$ cat src/rtl/prio_enc_reg_pkg.sv
// Shared types and constants for the registered priority encoder.
// Holds the slot state enum, the code-width helper and the reset values.
package prio_enc_pkg;

   typedef enum logic {
      EMPTY = 1'b0,
      FULL  = 1'b1
   } state_t;

   function automatic int code_width(input int n);
      return (n <= 2) ? 1 : $clog2(n);
   endfunction

   localparam state_t RST_STATE = EMPTY;
   localparam int     RST_CODE  = 0;
   localparam int     RST_LAST  = 0;

endpackage

$ cat src/rtl/prio_enc_reg_if.sv
// Request/code handshake bundle between request sources, the encoder and its consumer.
// The master side is the encoder; the slave side drives requests and ready.
interface prio_enc_reg_if
   import prio_enc_pkg::*;
#(
   parameter int N = 4
) ();

   localparam int W = code_width(N);

   logic [N-1:0] req;
   logic [W-1:0] code;
   logic         valid;
   logic         ready;
   logic [N-1:0] pending;

   modport master (
      input  req,
      input  ready,
      output code,
      output valid,
      output pending
   );

   modport slave (
      output req,
      output ready,
      input  code,
      input  valid,
      input  pending
   );

endinterface

$ cat src/rtl/prio_enc_reg_pick.sv
// Combinational pick over the pending vector: searches rotate-1, rotate-2, ... down to rotate
// (modulo N), so rotate=0 degenerates to plain highest-index-wins priority.
module prio_pick
   import prio_enc_pkg::*;
#(
   parameter  int N = 4,
   localparam int W = code_width(N)
) (
   input  logic [N-1:0] pending,
   input  logic [W-1:0] rotate,
   output logic [W-1:0] idx,
   output logic [N-1:0] clear_mask,
   output logic         found
);

   int j;

   // Walk from the farthest candidate to the nearest so the nearest set bit overwrites the others.
   always_comb begin
      idx   = '0;
      found = 1'b0;
      j     = 0;
      for (int i = N; i >= 1; i--) begin
         j = int'(rotate) - i;
         if (j < 0) begin
            j = j + N;
         end
         if (pending[j]) begin
            idx   = W'(j);
            found = 1'b1;
         end
      end
   end

   always_comb begin
      clear_mask = '0;
      if (found) begin
         clear_mask[idx] = 1'b1;
      end
   end

endmodule

$ cat src/rtl/prio_enc_reg.sv
// Registered priority encoder: accumulates request pulses and drains them one code per handshake.
// Define PRIO_ENC_RR_EN for round-robin arbitration; otherwise fixed priority (highest index wins).
module prio_enc_reg
   import prio_enc_pkg::*;
#(
   parameter  int N = 4,
   localparam int W = code_width(N)
) (
   input  logic           clk,
   input  logic           rst_n,
   prio_enc_reg_if.master bus
);

   state_t       state_q;
   state_t       state_d;
   logic [N-1:0] pending_q;
   logic [W-1:0] code_q;
   logic [W-1:0] pick_idx;
   logic [N-1:0] clear_mask;
   logic         pick_found;
   logic [W-1:0] rotate;
   logic         valid;
   logic         load;

   prio_pick #(.N(N)) u_pick (
      .pending    (pending_q),
      .rotate     (rotate),
      .idx        (pick_idx),
      .clear_mask (clear_mask),
      .found      (pick_found)
   );

`ifdef PRIO_ENC_RR_EN
   logic [W-1:0] last_q;

   always_ff @(posedge clk) begin
      if (!rst_n) begin
         last_q <= W'(RST_LAST);
      end else if (load) begin
         last_q <= pick_idx;
      end
   end

   assign rotate = last_q;
`else
   assign rotate = '0;
`endif

   assign load = pick_found && (!valid || bus.ready);

   always_ff @(posedge clk) begin
      if (!rst_n) begin
         state_q <= RST_STATE;
      end else begin
         state_q <= state_d;
      end
   end

   // A handshake with more work pending reloads immediately, so the slot only empties when pending is dry.
   always_comb begin
      state_d = state_q;
      if (load) begin
         state_d = FULL;
      end else if (valid && bus.ready) begin
         state_d = EMPTY;
      end
   end

   always_comb begin
      valid = (state_q == FULL);
   end

   // A request landing on the bit being granted survives the clear and is queued again.
   always_ff @(posedge clk) begin
      if (!rst_n) begin
         pending_q <= '0;
         code_q    <= W'(RST_CODE);
      end else begin
         pending_q <= (pending_q & ~(load ? clear_mask : '0)) | bus.req;
         if (load) begin
            code_q <= pick_idx;
         end
      end
   end

   assign bus.code    = code_q;
   assign bus.valid   = valid;
   assign bus.pending = pending_q;

endmodule

$ cat src/flat_wrapper.sv
// flat-port wrapper written by rule: the top's interface ports become plain ports
module prio_enc_reg_flat import prio_enc_pkg::*;
#(
   parameter  int N = 4,
   localparam int W = code_width(N)
)
  (clk, rst_n, bus_req, bus_ready, bus_code, bus_valid, bus_pending);
  prio_enc_reg_if #(.N(N)) bus_i ();
  input  logic clk;
  input  logic rst_n;
  input wire logic [$bits(bus_i.req)-1:0] bus_req;
  input wire logic [$bits(bus_i.ready)-1:0] bus_ready;
  output wire logic [$bits(bus_i.code)-1:0] bus_code;
  output wire logic [$bits(bus_i.valid)-1:0] bus_valid;
  output wire logic [$bits(bus_i.pending)-1:0] bus_pending;
  assign bus_i.req = bus_req;
  assign bus_i.ready = bus_ready;
  assign bus_code = bus_i.code;
  assign bus_valid = bus_i.valid;
  assign bus_pending = bus_i.pending;
  prio_enc_reg #(.N(N)) u_core (.clk(clk), .rst_n(rst_n), .bus(bus_i));
endmodule
$ cat config.mk
export PLATFORM = sky130hd
export DESIGN_NAME = prio_enc_reg_flat
export DESIGN_NICKNAME = d
export VERILOG_FILES = /design/src/rtl/prio_enc_reg_pkg.sv /design/src/rtl/prio_enc_reg_if.sv /design/src/rtl/prio_enc_reg_pick.sv /design/src/rtl/prio_enc_reg.sv /design/src/flat_wrapper.sv
export SDC_FILE = /design/constraint.sdc
export NUM_CORES = 1
export LEC_CHECK = 0
export ABC_AREA = 0
export BUFFER_PORTS_ARGS = -buffer_cell sky130_fd_sc_hd__buf_4
export CORE_AREA = 2 2 39 41
export CTS_BUF_LIST = sky130_fd_sc_hd__clkbuf_16
export CTS_CLUSTER_DIAMETER = 80
export DETAILED_ROUTE_END_ITERATION = 7
export DIE_AREA = 0 0 41 43
export PLACE_DENSITY = 0.41
export REMOVE_ABC_BUFFERS = 1
export SLEW_MARGIN = 20
export SYNTH_ARGS = -nofsm -noshare
export SYNTH_HDL_FRONTEND = slang
export SYNTH_SLANG_ARGS = --single-unit
$ cat constraint.sdc
create_clock -name clk -period 1.4 [get_ports clk]
set_input_delay 0.14 -clock clk [delete_from_list [all_inputs] [get_ports clk]]
set_output_delay 0.14 -clock clk [all_outputs]
set_load 0.05 [all_outputs]
* Yosys cells after proc, flatten, opt, wreduce, memory -nomap -nowiden *
Cells that the tools add are included.

operators by class
  order comparisons = 2
  muxes and demuxes = 13
  bitwise operators = 3
  reductions and logical operators = 6

operators by type and width
  cell                                                                           number
  1-bit two-way mux                                                              8
  4-bit two-way mux                                                              2
  4-bit bitwise AND                                                              1
  2-bit two-way mux                                                              2
  4-bit inverter                                                                 1
  4-bit bitwise OR                                                               1
  1-bit logical AND                                                              3
  2-bit by 3-bit less-than comparator with 1-bit output (second input constant)  1
  1-bit demux with 2-bit select                                                  1
  2-bit by 1-bit >= comparator with 1-bit output (second input constant)         1
  2-bit nonzero test                                                             1
  1-bit zero test                                                                1
  1-bit logical OR                                                               1

word-level totals
  bits in registers = 7
  output and inout port bits = 7
  logic and storage cells = 27

* Logic depth before layout (Yosys ltp) *
  word-level depth = 12
  gate-level depth with buffers = 3
  depth with buffers taken out = 3

* Modules after synthesis *
Synthesis repeated with hierarchy kept, for this count alone.

unflattened totals
  cell total of the unflattened synthesis = 61
  area total of the unflattened synthesis = 437.9 um2

by module, submodules not included
  module        instances  cells an instance  area each (um2)  sequential area each (um2)
  prio_enc_reg  1          31                 267.8            140.1
  prio_pick     1          30                 170.2            0.0

* Worst setup path before layout *
OpenSTA, ideal clock, no wires.

  path type = flip-flop to flip-flop
  start point = reg u_core.pending_q[3], in the netlist u_core.bus.pending[3]
  end point = reg u_core.code_q[0], in the netlist u_core.bus.code[0]
  arrival time = 1.163 ns
  required time = 1.328 ns
  path slack = 0.165 ns
  stages on the path, launching flop included = 4
  buffers on the path = 0
  period minus slack after synthesis = 1.235 ns
  cells stage by stage = dfxtp_1 nor2_1 a21oi_2 mux2i_1

on the way
  longest elaborated chain between the ends = 2

ends and longest elaborated chain
  element                   line                     source
  start: declaration        prio_enc_reg.sv:16       logic [N-1:0] pending_q;
  start signal: assignment  prio_enc_reg.sv:79       pending_q <= (pending_q & ~(load ? clear_mask : '0)) | bus.req;
  1-bit two-way mux         prio_enc_reg_pick.sv:28  if (pending[j]) begin
  1-bit logical AND         prio_enc_reg.sv:49       assign load = pick_found && (!valid || bus.ready);
  end signal: assignment    prio_enc_reg.sv:77       code_q <= W'(RST_CODE);
  end signal: assignment    prio_enc_reg.sv:81       code_q <= pick_idx;
  end: declaration          prio_enc_reg.sv:17       logic [W-1:0] code_q;

Several ways; a longest one is shown, not always the timed one.
A chain may end at the register's enable or synchronous reset.

* Worst setup path in the final report *
  start point = reg u_core.pending_q[3], in the netlist u_core.bus.pending[3]
  end point = out bus_pending[3]

RTL lines
  element           line                source
  end: declaration  flat_wrapper.sv:15  output wire logic [$bits(bus_i.pending)-1:0] bus_pending;

No word-level cell between the ends.

==> metrics <==
status completed; wire length of the first global-routing pass around 1.1 mm; cell family contributing the most delay on the critical path flip-flops; FF+latch count, synth 7; critical path class register to output pin; power per cell area approximately 1800 nW/um^2; CP peak stage delay between 0.4 and 0.5 ns; Crit Path Max Fanout 7; CP Capture Type output pin; clock-pin slew on the worst setup and hold paths 0.04 ns; Synth-to-Final Area Change 67.1%; most frequent cells in the layout buf_4 (13), dfxtp_1 (7), nor2_1 (4); DRT antenna net count 0; Worst setup SP type register; commonest non-fill, non-tap cell in the layout buf_4; register area share after synthesis around half; P_int roughly 640 uW; endpoints failing setup 0; WL/cell ~11 um; layout cell share with drive strength beyond 1 39.1%; CP arrival 0.90 ns; Yosys cell types 16; leakage around 0.00021 uW; Place WS 0.447 ns; combinational share of power about 17%; Slew @ Worst Pin between 0.2 and 0.25 ns; CTS tree done; synthesized area per cell about 9.5 um^2; Setup TNS Final 0 ns; Vias/cell approximately 4.3; vias in the first global route 255; CTS Root Buffer Type clkbuf_16; Routed Wire Length 658 um; skew final around 0.00080 ns; # diodes 0; Flop pwr share between 20% and 30%; Post-Syn Area about 290 um^2; Max clock buf depth 2; via count 264; Max transition margin between 80% and 90%; gr usage total 10.2%; Final min period 1.04 ns; Req. time, crit path 1.26 ns; remaining global-route overflow 0; Top Ports 14; Worst Hold Class input port to register; Ys Warns 0; die area 1760 um^2; fin nets 54; Max VDD drop approximately 0.64 mV; fmax roughly 960 MHz; worst-path cell chain buf_4; GP Congestion 0.720; P_sw about 210 uW; Hold WS roughly 0.12 ns; DR pass1 iterations 2; die height about 43 um; Setup WS post-layout around 0.36 ns; Slowest-stage cell, CP dfxtp_1; DRC violations left 0; initial antenna violation count 0; crit path buf inv count 1; initial core utilization between 20% and 30%; post-synthesis cell count 30; RSZ-0062 raised after global routing no; DR iter-0 viols 3; core area between 1000 and 1500 um^2; port bufs 13; Net Sw Frac between 20% and 30%; Hold Buf Count CTS 0; clk_lat worst skew 0.23 ns; max-cap violations 0; Site Rows 14; clock network power share roughly 56%; Clock Sinks 7; Die W slightly above 40 um; pins over their slew limit 0; Final Cycle Share roughly 75%; largest net degree at the start of global routing 10; total clock buffers created by CTS 3; Final Hold Fails 0; post-CTS setup buffer count 0; post-CTS sizing 0; H-tree depth 1
[per-stage QoR]
| stage | instances | cell area [um^2] | util, % | power, uW |
|---|---|---|---|---|
| after detailed placement | 58 | 398 | 28.8 | 380 |
| after global routing | 62 | 477 | 34.4 | 894 |
| final | 62 | 477 | 34.4 | 856 |
| after global placement | 58 | 398 | 28.8 | 378 |
| after floorplan | 29 | 280 | - | 329 |
| after CTS | 62 | 477 | 34.4 | 866 |
[metal layers]
| layer | track usage [%] | part of all wire (%) | routed length [um] |
|---|---|---|---|
| met1 | 11.7 | 43 | 280 |
| met2 | 10.9 | 42 | 276 |
| met3 | 6.28 | 10 | 68 |
| met4 | 12.0 | 4.9 | 32 |
| met5 | 0 | 0 | 0 |
[power groups by stage]
stage | sequential [uW] | combinational (uW) | clock, uW
after floorplan | 291 | 37.6 | 0
after global placement | 234 | 144 | 0
after detailed placement | 235 | 145 | 0
after CTS | 232 | 145 | 489
after global routing | 235 | 152 | 507
final | 232 | 143 | 481
[worst paths after layout]
check	from	end	slack [ns]	depth (start not counted)
worst min-delay path	bus_req[2]	u_core.bus.pending[2]	0.12	2
worst max-delay path	u_core.bus.pending[3]	bus_pending[3]	0.36	1
worst max register to register	u_core.bus.pending[3]	u_core.bus.code[0]	0.45	3
worst min register to register	u_core.bus.code[1]	u_core.bus.code[1]	0.45	2
[synthesized netlist by cell type (all sizes together)]
master	count	area share, %
nor3	1	1.8
a21boi	1	2.6
o31a	1	3.1
nand2	2	2.6
dfxtp	7	49
a21oi	3	6.6
nor2	4	5.3
o21ai	2	3.5
clkbuf	1	1.8
o2bb2ai	1	3.1
o21a	3	7.9
mux2i	1	3.5
nor2b	3	9.2
[logic make-up (layout without fill, tap and decap cells)]
kind of cell	after synthesis	count (layout)	synth area share [%]
simple gates	10	10	18.9
buf+inv	1	17	1.75
flops	7	7	49.1
mux	1	1	3.51
compound gates	11	11	26.8
[layout make-up]
cell class | instances | area, um^2
Tap cell | 16 | 20.0
Fill cell | 156 | 907
Sequential cell | 7 | 140
Timing Repair Buffer | 13 | 97.6
Multi-Input combinational cell | 22 | 140
Clock buffer | 3 | 75.1
Clock inverter | 1 | 3.75
[sequential cells by signal, indices dropped and copies added, names as in the netlist]
signal,count
u_core.bus.code,2
u_core.bus.pending,4
u_core.bus.valid,1
(Power assumes the default switching activity.)
